`config.mk`:
```
export PLATFORM = sky130hd
export DESIGN_NAME = icache
export DESIGN_NICKNAME = d
export VERILOG_FILES = /design/src/rtl/custom_types_pkg.sv /design/src/rtl/icache_stats.sv /design/src/rtl/icache.sv
export SDC_FILE = /design/constraint.sdc
export NUM_CORES = 1
export LEC_CHECK = 0
export BUFFER_PORTS_ARGS = -buffer_cell sky130_fd_sc_hd__buf_2
export CAP_MARGIN = 15
export CORE_UTILIZATION = 50
export CTS_CLUSTER_DIAMETER = 50
export DETAILED_ROUTE_END_ITERATION = 8
export PLACE_DENSITY_LB_ADDON = 0.3
export RECOVER_POWER = 100
export SLEW_MARGIN = 5
export SYNTH_ARGS = -nofsm -noshare
export SYNTH_HDL_FRONTEND = slang
export SYNTH_HIERARCHICAL = 1
export SYNTH_SLANG_ARGS = --single-unit
```
`constraint.sdc`:
```
create_clock -name CLK -period 3.3 [get_ports CLK]
set_clock_uncertainty 0.05 [all_clocks]
set_input_delay 0.33 -clock CLK [delete_from_list [all_inputs] [get_ports CLK]]
set_output_delay 0.33 -clock CLK [all_outputs]
set_load 0.05 [all_outputs]
```
`src/rtl/custom_types_pkg.sv`:
```
// Shared types for the instruction cache: frame, address split, FSM state.
// No ports; imported by icache, icache_stats and icache_if.
package custom_types_pkg;

    localparam int ICACHE_SETS  = 16;
    localparam int ICACHE_IDX_W = $clog2(ICACHE_SETS);
    localparam int ICACHE_TAG_W = 32 - 2 - ICACHE_IDX_W;

    typedef enum logic {
        IDLE,
        FILL
    } icache_state_t;

    typedef struct packed {
        logic                    valid;
        logic [ICACHE_TAG_W-1:0] tag;
        logic [31:0]             data;
    } icache_frame_t;

    typedef struct packed {
        logic [ICACHE_TAG_W-1:0] tag;
        logic [ICACHE_IDX_W-1:0] idx;
        logic [1:0]              bytoff;
    } icache_addr_t;

endpackage

```
`src/rtl/icache_stats.sv`:
```
// Saturating hit/miss counters for the icache (used under ICACHE_STATS_EN).
// Ports: CLK, nRST, hit_inc_i, miss_inc_i, hit_count_o, miss_count_o.
module icache_stats (
    input  logic        CLK,
    input  logic        nRST,
    input  logic        hit_inc_i,
    input  logic        miss_inc_i,
    output logic [31:0] hit_count_o,
    output logic [31:0] miss_count_o
);

    logic [31:0] hit_q, hit_d;
    logic [31:0] miss_q, miss_d;

    always_comb begin
        hit_d  = hit_q;
        miss_d = miss_q;
        if (hit_inc_i && hit_q != 32'hFFFF_FFFF) begin
            hit_d = hit_q + 32'd1;
        end
        if (miss_inc_i && miss_q != 32'hFFFF_FFFF) begin
            miss_d = miss_q + 32'd1;
        end
    end

    always_ff @(posedge CLK or negedge nRST) begin
        if (!nRST) begin
            hit_q  <= '0;
            miss_q <= '0;
        end else begin
            hit_q  <= hit_d;
            miss_q <= miss_d;
        end
    end

    assign hit_count_o  = hit_q;
    assign miss_count_o = miss_q;

endmodule

```
`src/rtl/icache.sv`:
```
// Direct-mapped, one-word-per-frame instruction cache with single-word refill.
// Ports: CLK/nRST, fetch (imemREN, imemaddr, ihit, imemload), memory
// (iREN, iaddr, iwait, iload); hit_count/miss_count under ICACHE_STATS_EN.
module icache
    import custom_types_pkg::*;
(
    input  logic        CLK,
    input  logic        nRST,
    input  logic        imemREN,
    input  logic [31:0] imemaddr,
    output logic        ihit,
    output logic [31:0] imemload,
    output logic        iREN,
    output logic [31:0] iaddr,
    input  logic        iwait,
    input  logic [31:0] iload
`ifdef ICACHE_STATS_EN
    ,
    output logic [31:0] hit_count,
    output logic [31:0] miss_count
`endif
);

    icache_frame_t frames_q [ICACHE_SETS];
    icache_state_t state_q, state_d;
    logic [31:0]   miss_addr_q, miss_addr_d;

    icache_addr_t  req;
    icache_addr_t  miss;
    icache_frame_t look;
    logic          hit;
    logic          fill_we;
    logic          unused_bits;

    assign req  = imemaddr;
    assign miss = miss_addr_q;
    assign look = frames_q[req.idx];
    assign hit  = imemREN & look.valid & (look.tag == req.tag);
    assign unused_bits = ^{req.bytoff, miss.bytoff};

    always_comb begin
        state_d     = state_q;
        miss_addr_d = miss_addr_q;
        ihit        = 1'b0;
        imemload    = '0;
        iREN        = 1'b0;
        iaddr       = '0;
        fill_we     = 1'b0;
        unique case (state_q)
            IDLE: begin
                ihit = hit;
                if (hit) begin
                    imemload = look.data;
                end
                if (imemREN && !hit) begin
                    miss_addr_d = {imemaddr[31:2], 2'b00};
                    state_d     = FILL;
                end
            end
            FILL: begin
                // Fetch-side inputs are ignored here; the fill finishes
                // to the latched address and the next lookup happens in IDLE.
                iREN  = 1'b1;
                iaddr = miss_addr_q;
                if (!iwait) begin
                    fill_we = 1'b1;
                    state_d = IDLE;
                end
            end
            default: state_d = IDLE;
        endcase
    end

    always_ff @(posedge CLK or negedge nRST) begin
        if (!nRST) begin
            state_q     <= IDLE;
            miss_addr_q <= '0;
        end else begin
            state_q     <= state_d;
            miss_addr_q <= miss_addr_d;
        end
    end

    always_ff @(posedge CLK or negedge nRST) begin
        if (!nRST) begin
            for (int i = 0; i < ICACHE_SETS; i++) begin
                frames_q[i] <= '0;
            end
        end else if (fill_we) begin
            frames_q[miss.idx] <= '{valid: 1'b1, tag: miss.tag, data: iload};
        end
    end

`ifdef ICACHE_STATS_EN
    icache_stats u_stats (
        .CLK          (CLK),
        .nRST         (nRST),
        .hit_inc_i    (ihit),
        .miss_inc_i   (state_q == IDLE && imemREN && !hit),
        .hit_count_o  (hit_count),
        .miss_count_o (miss_count)
    );
`endif

endmodule

```
==> results of run 1 <==
sequential cells by signal, summed over array words and instances, names as in the netlist:
| name | flops |
|---|---|
| frames_q | 944 |
| miss | 30 |
| state_q | 1 |
kinds of logic after synthesis:
family                 share of synthesized area [%]
AND/OR/NAND/NOR                                1.836
buffers and inverters                          2.372
flip-flops                                     55.08
XOR/XNOR                                      0.6327
AO/OA/AOI/OAI                                 0.7061
multiplexers                                   39.37
other                                       0.008465
timing repair:
item,in CTS,in global routing
setup buffers,1,1
endpoints found under the setup margin,33,33
pin swaps,1,3
resized for setup,84,15
hold buffers,28,0
endpoints found under the hold margin,79,0
final cells by class:
cell class	count	area, sq um
inverters	3	11.26
well taps	1155	1445
clock inverters	43	653.1
flip-flops and latches	975	24400
repair buffers	317	2744
fillers	6542	35740
diodes	2	5.005
clock buffers	165	3316
multi-input cells	1511	18980
final timing paths:
path	from	to	slack (ps)	cells after the start
max	frames_q[514]	imemload[14]	-850	12
min	iload[2]	frames_q[533]	50	2
max reg2reg	state_q	frames_q[578]	-220	9
min reg2reg	frames_q[117]	frames_q[117]	410	1
max in group asynchronous	nRST	frames_q[202]	260	4
min in group asynchronous	nRST	frames_q[753]	770	2
per-layer routing:
| metal | wire (um) | vias up | share of wire (%) | track usage, % |
|---|---|---|---|---|
| met5 | 90 | - | 0.081 | 0 |
| met4 | 2755 | 14 | 2.5 | 6.839 |
| met3 | 5318 | 197 | 4.8 | 4.515 |
| met2 | 55830 | 564 | 50 | 42.60 |
| met1 | 47610 | 13730 | 43 | 34.57 |
| li1 | - | 10570 | - | - |
stage by stage:
| stage | area [sq um] | setup WS (ps) |
|---|---|---|
| after floorplan | 44330 | 9.695 |
| after global placement | 47410 | -728.2 |
| after detailed placement | 47410 | -748.9 |
| after CTS | 51940 | -886.3 |
| after global routing | 51550 | -926.2 |
| final | 51550 | -849.7 |
power by group through the flow:
stage          clock network (mW)  registers [mW]  logic [mW]
4_1_cts                      13.2            19.6        10.1
3_3_place_gp                    0            19.3        9.54
2_1_floorplan                   0            18.5        8.06
3_5_place_dp                    0            19.8        9.96
6_report                     13.0            19.6        9.92
5_1_grt                      13.7            20.2        10.6
layout by cell type, fill, tap and decap left out, types with 6 or more instances in the layout:
cell           instances
clkinv_2              10
clkbuf_4              13
and2_4                17
buf_12                33
dfrtp_1              975
nor2b_1                8
nor2_1                 7
mux4_2               250
or2_2                  6
mux2_4                29
a22oi_1                7
mux2_2               937
buf_6                 20
inv_6                  6
buf_4                 84
buf_8                 17
nand2b_1              12
xnor2_1               29
nand2_1               12
nand3_1                7
dlygate4sd3_1         28
mux2i_1               79
buf_2                 67
and2_1                41
clkbuf_1              38
clkbuf_16            115
clkbuf_2              42
bufinv_16             13
clkinv_4               6
clkbuf_8              25
==> flow_summary.html, run 1 <==
<table>
<tr><th>Metric</th><th>Value</th></tr>
<tr><th colspan="2">Outcome</th></tr>
<tr><td>Status</td><td>finished with violations</td></tr>
<tr><td>Failing checks</td><td>max-capacitance violations, max-slew violations, negative setup slack</td></tr>
<tr><th colspan="2">Run</th></tr>
<tr><td>Max-capacitance violation count</td><td>3</td></tr>
<tr><th colspan="2">Pwr</th></tr>
<tr><td>Seq pwr share</td><td>46.1%</td></tr>
<tr><td>Net switching power</td><td>about 11 mW</td></tr>
<tr><td>Proportion of power drawn by combinational gates</td><td>23.3%</td></tr>
<tr><td>Largest voltage drop on the vdd net</td><td>approximately 0.51 mV</td></tr>
<tr><td>Int Pwr</td><td>around 31 mW</td></tr>
<tr><td>Overall power after layout</td><td>around 43 mW</td></tr>
<tr><td>Pwr Density</td><td>about 830 mW/mm^2</td></tr>
<tr><td>Share of power burned in the clock network</td><td>between 30 and 40%</td></tr>
<tr><td>Fraction of power spent switching nets</td><td>26.61%</td></tr>
<tr><td>Leakage component of the power</td><td>between 20 and 25 nW</td></tr>
<tr><th colspan="2">Timing</th></tr>
<tr><td>Period utilisation layout</td><td>125.7%</td></tr>
<tr><td>Relative slew slack</td><td>-42.03%</td></tr>
<tr><td>Max Freq</td><td>241.0 MHz</td></tr>
<tr><td>Worst hold margin</td><td>52.59 ps</td></tr>
<tr><td>RSZ-0062 raised after global routing</td><td>yes</td></tr>
<tr><td>Aggregate negative setup slack</td><td>-29,930 ps</td></tr>
<tr><td>Slew at the pin closest to its max-slew limit</td><td>roughly 2100 ps</td></tr>
<tr><td>Final number of max-transition violations</td><td>approximately 150</td></tr>
<tr><td>Final Critical Period</td><td>a little over 4000 ps</td></tr>
<tr><td>Fin. Hold Viols</td><td>0</td></tr>
<tr><td>Fin worst setup slack</td><td>-849.7 ps</td></tr>
<tr><td>Final Setup Violations</td><td>64</td></tr>
<tr><th colspan="2">Critical path</th></tr>
<tr><td>Maximum single-stage delay on the critical path</td><td>470 ps</td></tr>
<tr><td>Kind of critical path</td><td>flip-flop to primary output</td></tr>
<tr><td>Arrival time reported for the critical path endpoint</td><td>roughly 3800 ps</td></tr>
<tr><td>Critical path peak fanout</td><td>13</td></tr>
<tr><td>Buffer and inverter count on the worst path</td><td>4</td></tr>
<tr><td>Worst path top cell family by delay</td><td>simple AND/OR/NAND/NOR gates</td></tr>
<tr><td>Required time reported for the critical path endpoint</td><td>just under 3000 ps</td></tr>
<tr><td>Critical Path Sink Type</td><td>primary output</td></tr>
<tr><td>Nature of the critical path startpoint</td><td>flip-flop</td></tr>
<tr><td>Cell-by-cell trace of the critical path</td><td>mux4_2 -&gt; mux2i_2 -&gt; xnor2_1 -&gt; nor3_2 -&gt; nand4b_1 -&gt; a2111oi_4 -&gt; buf_4 -&gt; and3_4 -&gt; buf_12 -&gt; buf_12 -&gt; and2_4 -&gt; buf_12</td></tr>
<tr><td>Cell repeated most along the worst path</td><td>buf_12</td></tr>
<tr><td>Critical-path top delay cell</td><td>mux4_2</td></tr>
<tr><th colspan="2">Layout</th></tr>
<tr><td>P&amp;R area growth vs syn</td><td>16.37%</td></tr>
<tr><td>Fraction of final layout cells sized beyond drive strength 1</td><td>between 50% and 60%</td></tr>
<tr><td>Number of non-filler instances in the completed layout</td><td>4,171</td></tr>
<tr><td>Finished Core Util</td><td>about 59%</td></tr>
<tr><td>Final net count</td><td>about 3,000</td></tr>
<tr><th colspan="2">Detailed routing</th></tr>
<tr><td>Number of nets with antenna violations after detailed routing</td><td>0</td></tr>
<tr><td>Final routed wire length divided by cell count</td><td>around 27 um</td></tr>
<tr><td>Overall routed net length</td><td>111.6 mm</td></tr>
<tr><td>Iteration-0 DRC Markers</td><td>approximately 1,500</td></tr>
<tr><td>Via density per instance</td><td>around 6.0</td></tr>
<tr><td>Drt pass-1 iters</td><td>5</td></tr>
<tr><td>Residual DRC</td><td>0</td></tr>
<tr><td>Via count of the routed design</td><td>approximately 25,000</td></tr>
<tr><th colspan="2">Placement</th></tr>
<tr><td>Cell total after placement</td><td>3,931</td></tr>
<tr><td>Number of buffer cells added on primary ports</td><td>between 100 and 150</td></tr>
<tr><td>Final weighted congestion in routability-driven placement</td><td>~0.78</td></tr>
<tr><td>HPWL Detailed</td><td>67.92 mm</td></tr>
<tr><th colspan="2">Clocking</th></tr>
<tr><td>Total number of clock tree sinks</td><td>975</td></tr>
<tr><td>Worst-Skew Late Latency</td><td>between 600 and 700 ps</td></tr>
<tr><td>Clock tree root driver cell</td><td>clkbuf_16</td></tr>
<tr><td>Maximum root-to-sink buffer count</td><td>3</td></tr>
<tr><td>Clock tree from TritonCTS</td><td>done</td></tr>
<tr><td>H-tree levels</td><td>3</td></tr>
<tr><td>Clock-pin transition on the worst setup and hold timing paths</td><td>~60 ps</td></tr>
<tr><td>Number of buffers inserted during clock tree synthesis</td><td>around 110</td></tr>
<tr><th colspan="2">Logic synthesis</th></tr>
<tr><td>Top cell type's share of synthesized area</td><td>around 55%</td></tr>
<tr><td>Count leader, synth</td><td>dfrtp_1</td></tr>
<tr><td>Synth unique cells</td><td>slightly below 50</td></tr>
<tr><td>Proportion of synthesized chip area in sequential cells</td><td>about 55%</td></tr>
<tr><td>Mean instance size in the synthesized netlist</td><td>16.24 sq um</td></tr>
<tr><td>Commonest cells post-synth</td><td>975 x dfrtp_1, 939 x mux2_2, 250 x mux4_2</td></tr>
<tr><td>Dominant synthesized flop cell</td><td>dfrtp_1</td></tr>
<tr><td>Number of synthesized flops with an enable pin</td><td>0</td></tr>
<tr><td>Gate count of the mapped netlist</td><td>2,727</td></tr>
<tr><td>Netlist area before placement</td><td>0.04430 sq mm</td></tr>
<tr><td>Share of synthesized flip-flops with an asynchronous set or reset</td><td>100.0%</td></tr>
<tr><td>Post-synthesis cell type with the largest combined area</td><td>dfrtp_1</td></tr>
<tr><td>Total of warnings raised by yosys</td><td>6</td></tr>
<tr><td>Flip-flop and latch count after synthesis</td><td>975</td></tr>
<tr><td>Largest cells by area after synthesis</td><td>dfrtp_1 55%, mux2_2 24%, mux4_2 13%</td></tr>
<tr><th colspan="2">GRT</th></tr>
<tr><td>Maximum number of pins on one net before global-route repair</td><td>103</td></tr>
<tr><td>First-pass GRT wire length</td><td>approximately 170 mm</td></tr>
<tr><td>Number of antenna violations at the first check in global routing</td><td>8</td></tr>
<tr><td>Number of global-route vias before repair</td><td>roughly 28,000</td></tr>
<tr><td>Total global routing track utilization</td><td>about a quarter</td></tr>
<tr><td>Total gr overflow</td><td>0</td></tr>
<tr><th colspan="2">Floorplan</th></tr>
<tr><td>Die width</td><td>between 200 and 300 um</td></tr>
<tr><td>Starting density of the core</td><td>50.75%</td></tr>
<tr><td>I/O pin cnt</td><td>approximately 130</td></tr>
<tr><td>Die area</td><td>between 0.08 and 0.09 sq mm</td></tr>
<tr><td>Die boundary height</td><td>about 300 um</td></tr>
<tr><td>Number of placement rows</td><td>about 110</td></tr>
<tr><td>Core Footprint</td><td>roughly 0.087 sq mm</td></tr>
<tr><th colspan="2">Min path</th></tr>
<tr><td>Type of the tightest min-delay check</td><td>primary input to flip-flop</td></tr>
</table>
Power figures use the tool's default switching activity.
==> inputs of run 2 (changes only) <==
CTS_BUF_LIST = sky130_fd_sc_hd__clkbuf_8   (was not set)
RECOVER_POWER = not set   (was 100)
==> flow_summary.html, run 2 (synthesized netlist as in run 1, its figures left out) <==
<table>
<tr><th>Metric</th><th>Value</th></tr>
<tr><th colspan="2">Layout</th></tr>
<tr><td>Number of flip-flops in the largest register</td><td>between 900 and 1,000</td></tr>
<tr><td>Most frequent cells in the layout</td><td>974 x dfrtp_1, 939 x mux2_2, 250 x mux4_2, 210 x clkbuf_8, 110 x buf_4</td></tr>
<tr><td>Register cell area after layout</td><td>between 0.02 and 0.025 sq mm</td></tr>
<tr><td>Register ranked first by flip-flop count</td><td>frames_q</td></tr>
<tr><td>Total of fill cells in the finished design</td><td>around 6,600</td></tr>
<tr><td>Multi-input logic area</td><td>about 0.019 sq mm</td></tr>
<tr><td>Post-route cell area</td><td>0.05171 sq mm</td></tr>
<tr><td>Final net count</td><td>roughly 3,000</td></tr>
<tr><td>Most common cell after layout, fill and taps aside</td><td>dfrtp_1</td></tr>
<tr><td>P&amp;R area growth vs syn</td><td>16.74%</td></tr>
<tr><td>Fraction of final layout cells sized beyond drive strength 1</td><td>57.21%</td></tr>
<tr><th colspan="2">Floorplan</th></tr>
<tr><td>I/O pin cnt</td><td>134</td></tr>
<tr><td>Core Footprint</td><td>between 0.08 and 0.09 sq mm</td></tr>
<tr><td>Die boundary height</td><td>between 200 and 300 um</td></tr>
<tr><td>Die area</td><td>0.08979 sq mm</td></tr>
<tr><td>Die width</td><td>roughly 300 um</td></tr>
<tr><td>Number of placement rows</td><td>around 110</td></tr>
<tr><td>Starting density of the core</td><td>between 50% and 60%</td></tr>
<tr><th colspan="2">Run</th></tr>
<tr><td>Max-capacitance violation count</td><td>0</td></tr>
<tr><th colspan="2">Detailed routing</th></tr>
<tr><td>Via density per instance</td><td>5.942</td></tr>
<tr><td>Overall routed net length</td><td>111.6 mm</td></tr>
<tr><td>Via count of the routed design</td><td>25,500</td></tr>
<tr><td>Residual DRC</td><td>0</td></tr>
<tr><td>Drt pass-1 iters</td><td>6</td></tr>
<tr><td>Number of nets with antenna violations after detailed routing</td><td>0</td></tr>
<tr><td>Iteration-0 DRC Markers</td><td>between 1,500 and 2,000</td></tr>
<tr><td>Final routed wire length divided by cell count</td><td>between 20 and 30 um</td></tr>
<tr><th colspan="2">Critical path</th></tr>
<tr><td>Arrival time reported for the critical path endpoint</td><td>between 3000 and 4000 ps</td></tr>
<tr><td>Required time reported for the critical path endpoint</td><td>around 2900 ps</td></tr>
<tr><td>Nature of the critical path startpoint</td><td>flip-flop</td></tr>
<tr><td>Critical path peak fanout</td><td>13</td></tr>
<tr><td>Critical Path Sink Type</td><td>primary output</td></tr>
<tr><td>Kind of critical path</td><td>flip-flop to primary output</td></tr>
<tr><th colspan="2">Placement</th></tr>
<tr><td>Placed instance area</td><td>around 0.047 sq mm</td></tr>
<tr><td>Final weighted congestion in routability-driven placement</td><td>0.7772</td></tr>
<tr><td>HPWL Detailed</td><td>67.92 mm</td></tr>
<tr><td>Number of buffer cells added on primary ports</td><td>~130</td></tr>
<tr><th colspan="2">Timing</th></tr>
<tr><td>Relative slew slack</td><td>51.63%</td></tr>
<tr><td>Final Critical Period</td><td>~4300 ps</td></tr>
<tr><td>Aggregate negative setup slack</td><td>-30,490 ps</td></tr>
<tr><td>RSZ-0062 raised after global routing</td><td>yes</td></tr>
<tr><td>Slew at the pin closest to its max-slew limit</td><td>725.5 ps</td></tr>
<tr><td>Fin worst setup slack</td><td>-977.0 ps</td></tr>
<tr><td>Final Setup Violations</td><td>33</td></tr>
<tr><td>Max Freq</td><td>~230 MHz</td></tr>
<tr><td>Fin. Hold Viols</td><td>0</td></tr>
<tr><td>Final number of max-transition violations</td><td>0</td></tr>
<tr><td>Period utilisation layout</td><td>129.6%</td></tr>
<tr><th colspan="2">Outcome</th></tr>
<tr><td>Status</td><td>finished with violations</td></tr>
<tr><td>Failing checks</td><td>negative setup slack</td></tr>
<tr><th colspan="2">Pwr</th></tr>
<tr><td>Pwr Density</td><td>between 700 and 800 mW/mm^2</td></tr>
<tr><td>Leakage component of the power</td><td>around 24 nW</td></tr>
<tr><td>Overall power after layout</td><td>slightly above 40 mW</td></tr>
<tr><td>Largest voltage drop on the vdd net</td><td>roughly 0.47 mV</td></tr>
<tr><th colspan="2">Clocking</th></tr>
<tr><td>H-tree levels</td><td>4</td></tr>
<tr><td>Clock tree from TritonCTS</td><td>done</td></tr>
<tr><td>Maximum root-to-sink buffer count</td><td>3</td></tr>
<tr><td>Number of buffers inserted during clock tree synthesis</td><td>around 170</td></tr>
<tr><td>Clock-pin transition on the worst setup and hold timing paths</td><td>60 ps</td></tr>
<tr><td>Worst-Skew Late Latency</td><td>~800 ps</td></tr>
<tr><td>Total number of clock tree sinks</td><td>about 980</td></tr>
<tr><td>Clock tree root driver cell</td><td>clkbuf_8</td></tr>
<tr><th colspan="2">GRT</th></tr>
<tr><td>Met2 track utilization from global routing</td><td>between 40% and 50%</td></tr>
<tr><td>Total global routing track utilization</td><td>25.69%</td></tr>
<tr><td>GRT Max-Usage Layer</td><td>met2</td></tr>
<tr><td>Met1 Resource Use GR</td><td>roughly 35%</td></tr>
<tr><td>First-pass GRT wire length</td><td>about 170 mm</td></tr>
<tr><td>Total gr overflow</td><td>0</td></tr>
<tr><td>Number of global-route vias before repair</td><td>28,240</td></tr>
<tr><td>Number of antenna violations at the first check in global routing</td><td>7</td></tr>
<tr><td>Maximum number of pins on one net before global-route repair</td><td>around 100</td></tr>
<tr><td>Met3 demand-to-capacity share in global routing</td><td>~5.3%</td></tr>
<tr><th colspan="2">Min path</th></tr>
<tr><td>Type of the tightest min-delay check</td><td>primary input to asynchronous set/reset pin</td></tr>
</table>
[run 2: cell types whose count changed in the layout (fill, tap and decap cells not counted), sizes merged]
cell / previous run / this run
buf: 221 / 290
inv: 10 / 69
dlygate4sd3: 28 / 60
clkbuf: 233 / 210
bufinv: 13 / 1
clkinv: 19 / 12
clkinvlp: 4 / 6
[run 2: final cells by class]
| class | count | share of cell area, % |
|---|---|---|
| Tap cell | 1155 | 2.794 |
| Sequential cell | 975 | 47.18 |
| Multi-Input combinational cell | 1511 | 36.83 |
| Inverter | 3 | 0.02177 |
| Clock buffer | 210 | 5.589 |
| Clock inverter | 85 | 0.9436 |
| Timing Repair Buffer | 350 | 6.634 |
| Antenna cell | 2 | 0.009678 |
[run 2: worst max-delay path, stage by stage, from the launching register on]
cell and delay [ps]:
dfrtp_1 390, mux4_2 470, mux4_2 470, xnor2_1 150
buf_4 160, o21ai_4 70, a2111oi_4 330, buf_4 180
and3_4 200, buf_12 160, buf_12 150, and2_1 160
buf_6 170
[run 2: power breakdown]
group	total (mW)	switching, mW	internal (mW)
logic	9.98	3.51	6.47
registers	19.6	2.76	16.8
clock network	10.8	5.00	5.85
[run 2: timing repair]
action,4_1_cts,5_1_grt
hold endpoints to repair,719,0
pin swaps,1,1
setup endpoints to repair,33,33
resized for setup,84,9
setup buffers,1,2
hold buffers,60,0
[run 2: worst paths after layout]
check / from / endpoint / slack (ps) / cells past startpoint
min: nRST / frames_q[753] / 90 / 2
min in group CLK: imemREN / state_q / 140 / 5
max reg2reg: frames_q[928] / miss[15] / 100 / 12
max in group asynchronous: nRST / frames_q[586] / 1920 / 4
min reg2reg: frames_q[117] / frames_q[117] / 410 / 1
max: frames_q[928] / imemload[9] / -980 / 12
[run 2: through the flow]
step	setup slack [ps]	cells	hold slack, ps	util (%)
after floorplan	9.695	2728	-15.59	-
after global placement	-728.2	3931	345.1	54.31
after detailed placement	-748.9	3931	348.9	54.31
after CTS	-1052	4287	46.29	59.19
after global routing	-1109	4291	95.94	59.24
final	-977.0	4291	93.23	59.24
[run 2: metal layers]
| layer | wire length [um] | up-vias |
|---|---|---|
| met5 | 67 | - |
| met4 | 2604 | 10 |
| met3 | 5578 | 213 |
| met1 | 47830 | 13950 |
| li1 | - | 10730 |
| met2 | 55490 | 600 |
==> inputs of run 3 (changes only) <==
REMOVE_ABC_BUFFERS = 1   (was not set)
==> flow_summary.html, run 3 (synthesized netlist as in run 1, its figures left out) <==
<table>
<tr><th>Metric</th><th>Value</th></tr>
<tr><th colspan="2">Clocking</th></tr>
<tr><td>Worst-Skew Late Latency</td><td>about 800 ps</td></tr>
<tr><td>H-tree levels</td><td>4</td></tr>
<tr><td>Total number of clock tree sinks</td><td>roughly 980</td></tr>
<tr><td>Clock tree root driver cell</td><td>clkbuf_8</td></tr>
<tr><td>Clock-pin transition on the worst setup and hold timing paths</td><td>60 ps</td></tr>
<tr><td>Maximum root-to-sink buffer count</td><td>3</td></tr>
<tr><td>Clock tree from TritonCTS</td><td>done</td></tr>
<tr><td>Number of buffers inserted during clock tree synthesis</td><td>between 150 and 200</td></tr>
<tr><th colspan="2">Floorplan</th></tr>
<tr><td>Number of placement rows</td><td>around 110</td></tr>
<tr><td>Die width</td><td>about 300 um</td></tr>
<tr><td>Die area</td><td>0.08979 sq mm</td></tr>
<tr><td>Starting density of the core</td><td>roughly half</td></tr>
<tr><td>Core Footprint</td><td>roughly 0.087 sq mm</td></tr>
<tr><td>I/O pin cnt</td><td>between 100 and 150</td></tr>
<tr><td>Die boundary height</td><td>~300 um</td></tr>
<tr><th colspan="2">Layout</th></tr>
<tr><td>Most common cell after layout, fill and taps aside</td><td>dfrtp_1</td></tr>
<tr><td>Final net count</td><td>between 3,000 and 4,000</td></tr>
<tr><td>P&amp;R area growth vs syn</td><td>16.54%</td></tr>
<tr><td>Number of flip-flops in the largest register</td><td>944</td></tr>
<tr><td>Finished Core Util</td><td>59.14%</td></tr>
<tr><td>Fraction of final layout cells sized beyond drive strength 1</td><td>slightly below 60%</td></tr>
<tr><td>Most frequent cells in the layout</td><td>975 x dfrtp_1, 939 x mux2_2, 250 x mux4_2, 200 x clkbuf_8, 110 x buf_4</td></tr>
<tr><td>Register ranked first by flip-flop count</td><td>frames_q</td></tr>
<tr><th colspan="2">Placement</th></tr>
<tr><td>Number of buffer cells added on primary ports</td><td>~130</td></tr>
<tr><td>HPWL Detailed</td><td>around 65 mm</td></tr>
<tr><td>Final weighted congestion in routability-driven placement</td><td>roughly 0.8</td></tr>
<tr><th colspan="2">Detailed routing</th></tr>
<tr><td>Iteration-0 DRC Markers</td><td>around 1,500</td></tr>
<tr><td>Number of nets with antenna violations after detailed routing</td><td>0</td></tr>
<tr><td>Via density per instance</td><td>5.923</td></tr>
<tr><td>Overall routed net length</td><td>around 110 mm</td></tr>
<tr><td>Drt pass-1 iters</td><td>5</td></tr>
<tr><td>Residual DRC</td><td>0</td></tr>
<tr><td>Final routed wire length divided by cell count</td><td>26.11 um</td></tr>
<tr><td>Via count of the routed design</td><td>approximately 25,000</td></tr>
<tr><th colspan="2">Timing</th></tr>
<tr><td>Fin worst setup slack</td><td>-829.6 ps</td></tr>
<tr><td>Final Setup Violations</td><td>33</td></tr>
<tr><td>Fin. Hold Viols</td><td>0</td></tr>
<tr><td>Period utilisation layout</td><td>125.1%</td></tr>
<tr><td>Max Freq</td><td>242.2 MHz</td></tr>
<tr><td>Slew at the pin closest to its max-slew limit</td><td>around 1100 ps</td></tr>
<tr><td>RSZ-0062 raised after global routing</td><td>yes</td></tr>
<tr><td>Aggregate negative setup slack</td><td>-26,130 ps</td></tr>
<tr><td>Relative slew slack</td><td>27.34%</td></tr>
<tr><td>Final number of max-transition violations</td><td>0</td></tr>
<tr><td>Final Critical Period</td><td>4130 ps</td></tr>
<tr><th colspan="2">Critical path</th></tr>
<tr><td>Startpoint of the most critical setup path</td><td>frames_q[167]</td></tr>
<tr><td>Critical path peak fanout</td><td>6</td></tr>
<tr><td>Kind of critical path</td><td>flip-flop to primary output</td></tr>
<tr><td>Cell-by-cell trace of the critical path</td><td>mux4_2 -&gt; mux2i_2 -&gt; mux2i_1 -&gt; xnor2_1 -&gt; o211ai_1 -&gt; a2111oi_4 -&gt; buf_4 -&gt; and3_4 -&gt; buf_12 -&gt; clkbuf_16 -&gt; and2_4 -&gt; buf_8</td></tr>
<tr><td>Cells on worst reg2reg path</td><td>11</td></tr>
<tr><td>Buffer and inverter count on the worst path</td><td>4</td></tr>
<tr><td>Critical Path Sink Type</td><td>primary output</td></tr>
<tr><td>Worst path top cell family by delay</td><td>multiplexers</td></tr>
<tr><td>Arrival time reported for the critical path endpoint</td><td>3750 ps</td></tr>
<tr><td>Maximum single-stage delay on the critical path</td><td>roughly 480 ps</td></tr>
<tr><td>Nature of the critical path startpoint</td><td>flip-flop</td></tr>
<tr><td>Number of logic stages on the critical path including buffering</td><td>12</td></tr>
<tr><td>Critical-path top delay cell</td><td>mux4_2</td></tr>
<tr><td>Startpoint of the worst-slack reg-to-reg timing path</td><td>frames_q[929]</td></tr>
<tr><td>Required time reported for the critical path endpoint</td><td>roughly 2900 ps</td></tr>
<tr><th colspan="2">GRT</th></tr>
<tr><td>Total gr overflow</td><td>0</td></tr>
<tr><td>First-pass GRT wire length</td><td>173.3 mm</td></tr>
<tr><td>Total global routing track utilization</td><td>approximately 26%</td></tr>
<tr><td>Number of antenna violations at the first check in global routing</td><td>6</td></tr>
<tr><td>Number of global-route vias before repair</td><td>27,900</td></tr>
<tr><td>Maximum number of pins on one net before global-route repair</td><td>98</td></tr>
<tr><th colspan="2">Pwr</th></tr>
<tr><td>Pwr Density</td><td>roughly 800 mW/mm^2</td></tr>
<tr><td>Leakage component of the power</td><td>~24 nW</td></tr>
<tr><td>Largest voltage drop on the vdd net</td><td>~0.45 mV</td></tr>
<tr><td>Overall power after layout</td><td>~40 mW</td></tr>
<tr><th colspan="2">Outcome</th></tr>
<tr><td>Failing checks</td><td>negative setup slack</td></tr>
<tr><td>Status</td><td>finished with violations</td></tr>
<tr><th colspan="2">Run</th></tr>
<tr><td>Max-capacitance violation count</td><td>0</td></tr>
<tr><th colspan="2">Min path</th></tr>
<tr><td>Type of the tightest min-delay check</td><td>primary input to asynchronous set/reset pin</td></tr>
</table>
## run 3: cell type report
type | instances | area, sq um
inverter | 3 | 11.26
clock buffer | 200 | 2753
tap | 1155 | 1445
antenna | 3 | 7.507
timing repair buffer | 345 | 3387
fill | 6621 | 35670
clock inverter | 85 | 506.7
sequential | 975 | 24400
multi-input combinational | 1511 | 19120
## run 3: worst paths after layout
kind	end	slack [ps]
max	imemload[2]	-830
min in group CLK	miss[28]	170
min	frames_q[921]	140
max in group asynchronous	frames_q[928]	1890
max reg2reg	miss[8]	170
min reg2reg	frames_q[412]	420
## run 3: report_power, final
part	switching (mW)	internal, mW	leakage [nW]
combinational	3.53	6.47	9.53
sequential	2.74	16.8	12.5
clock	4.88	5.72	1.87
total	11.2	29.0	24.0
## run 3: repair_timing
item | CTS | global route
endpoints found under the setup margin | 33 | 53
gates cloned | 0 | 2
gates resized for setup | 83 | 50
endpoints found under the hold margin | 606 | 0
setup buffers | 2 | 2
pin swaps | 1 | 7
hold buffers | 61 | 0
## run 3: per-layer routing
layer / share of wire, % / global-route usage (%) / up-vias
li1: - / - / 10700
met1: 44 / 35.74 / 13910
met2: 49 / 41.53 / 549
met3: 4.2 / 4.342 / 177
met4: 2.4 / 7.799 / 6
met5: 0.030 / 0 / -
## run 3: worst register-to-register path, cell delays in order, from the launching register on
cell       delay [ps]
dfrtp_1           360
mux2i_1            80
a22o_1            250
a221oi_1          240
mux2_2            380
o31ai_2           410
a2111oi_4          80
buf_4             180
buf_4             140
a21oi_4           220
buf_12            270
mux2_4            340
## run 3: through the flow
stage                     instance area, sq um  hold slack (ps)  worst slack, ps  std cells
final                                    51630            136.4           -829.6       4277
after global routing                     51630            134.1           -893.9       4277
after CTS                                51390            98.19           -859.3       4270
after detailed placement                 47230            396.7           -614.6       3922
after global placement                   47230            394.1           -574.5       3922
after floorplan                          43260           -15.59            -4289       2489
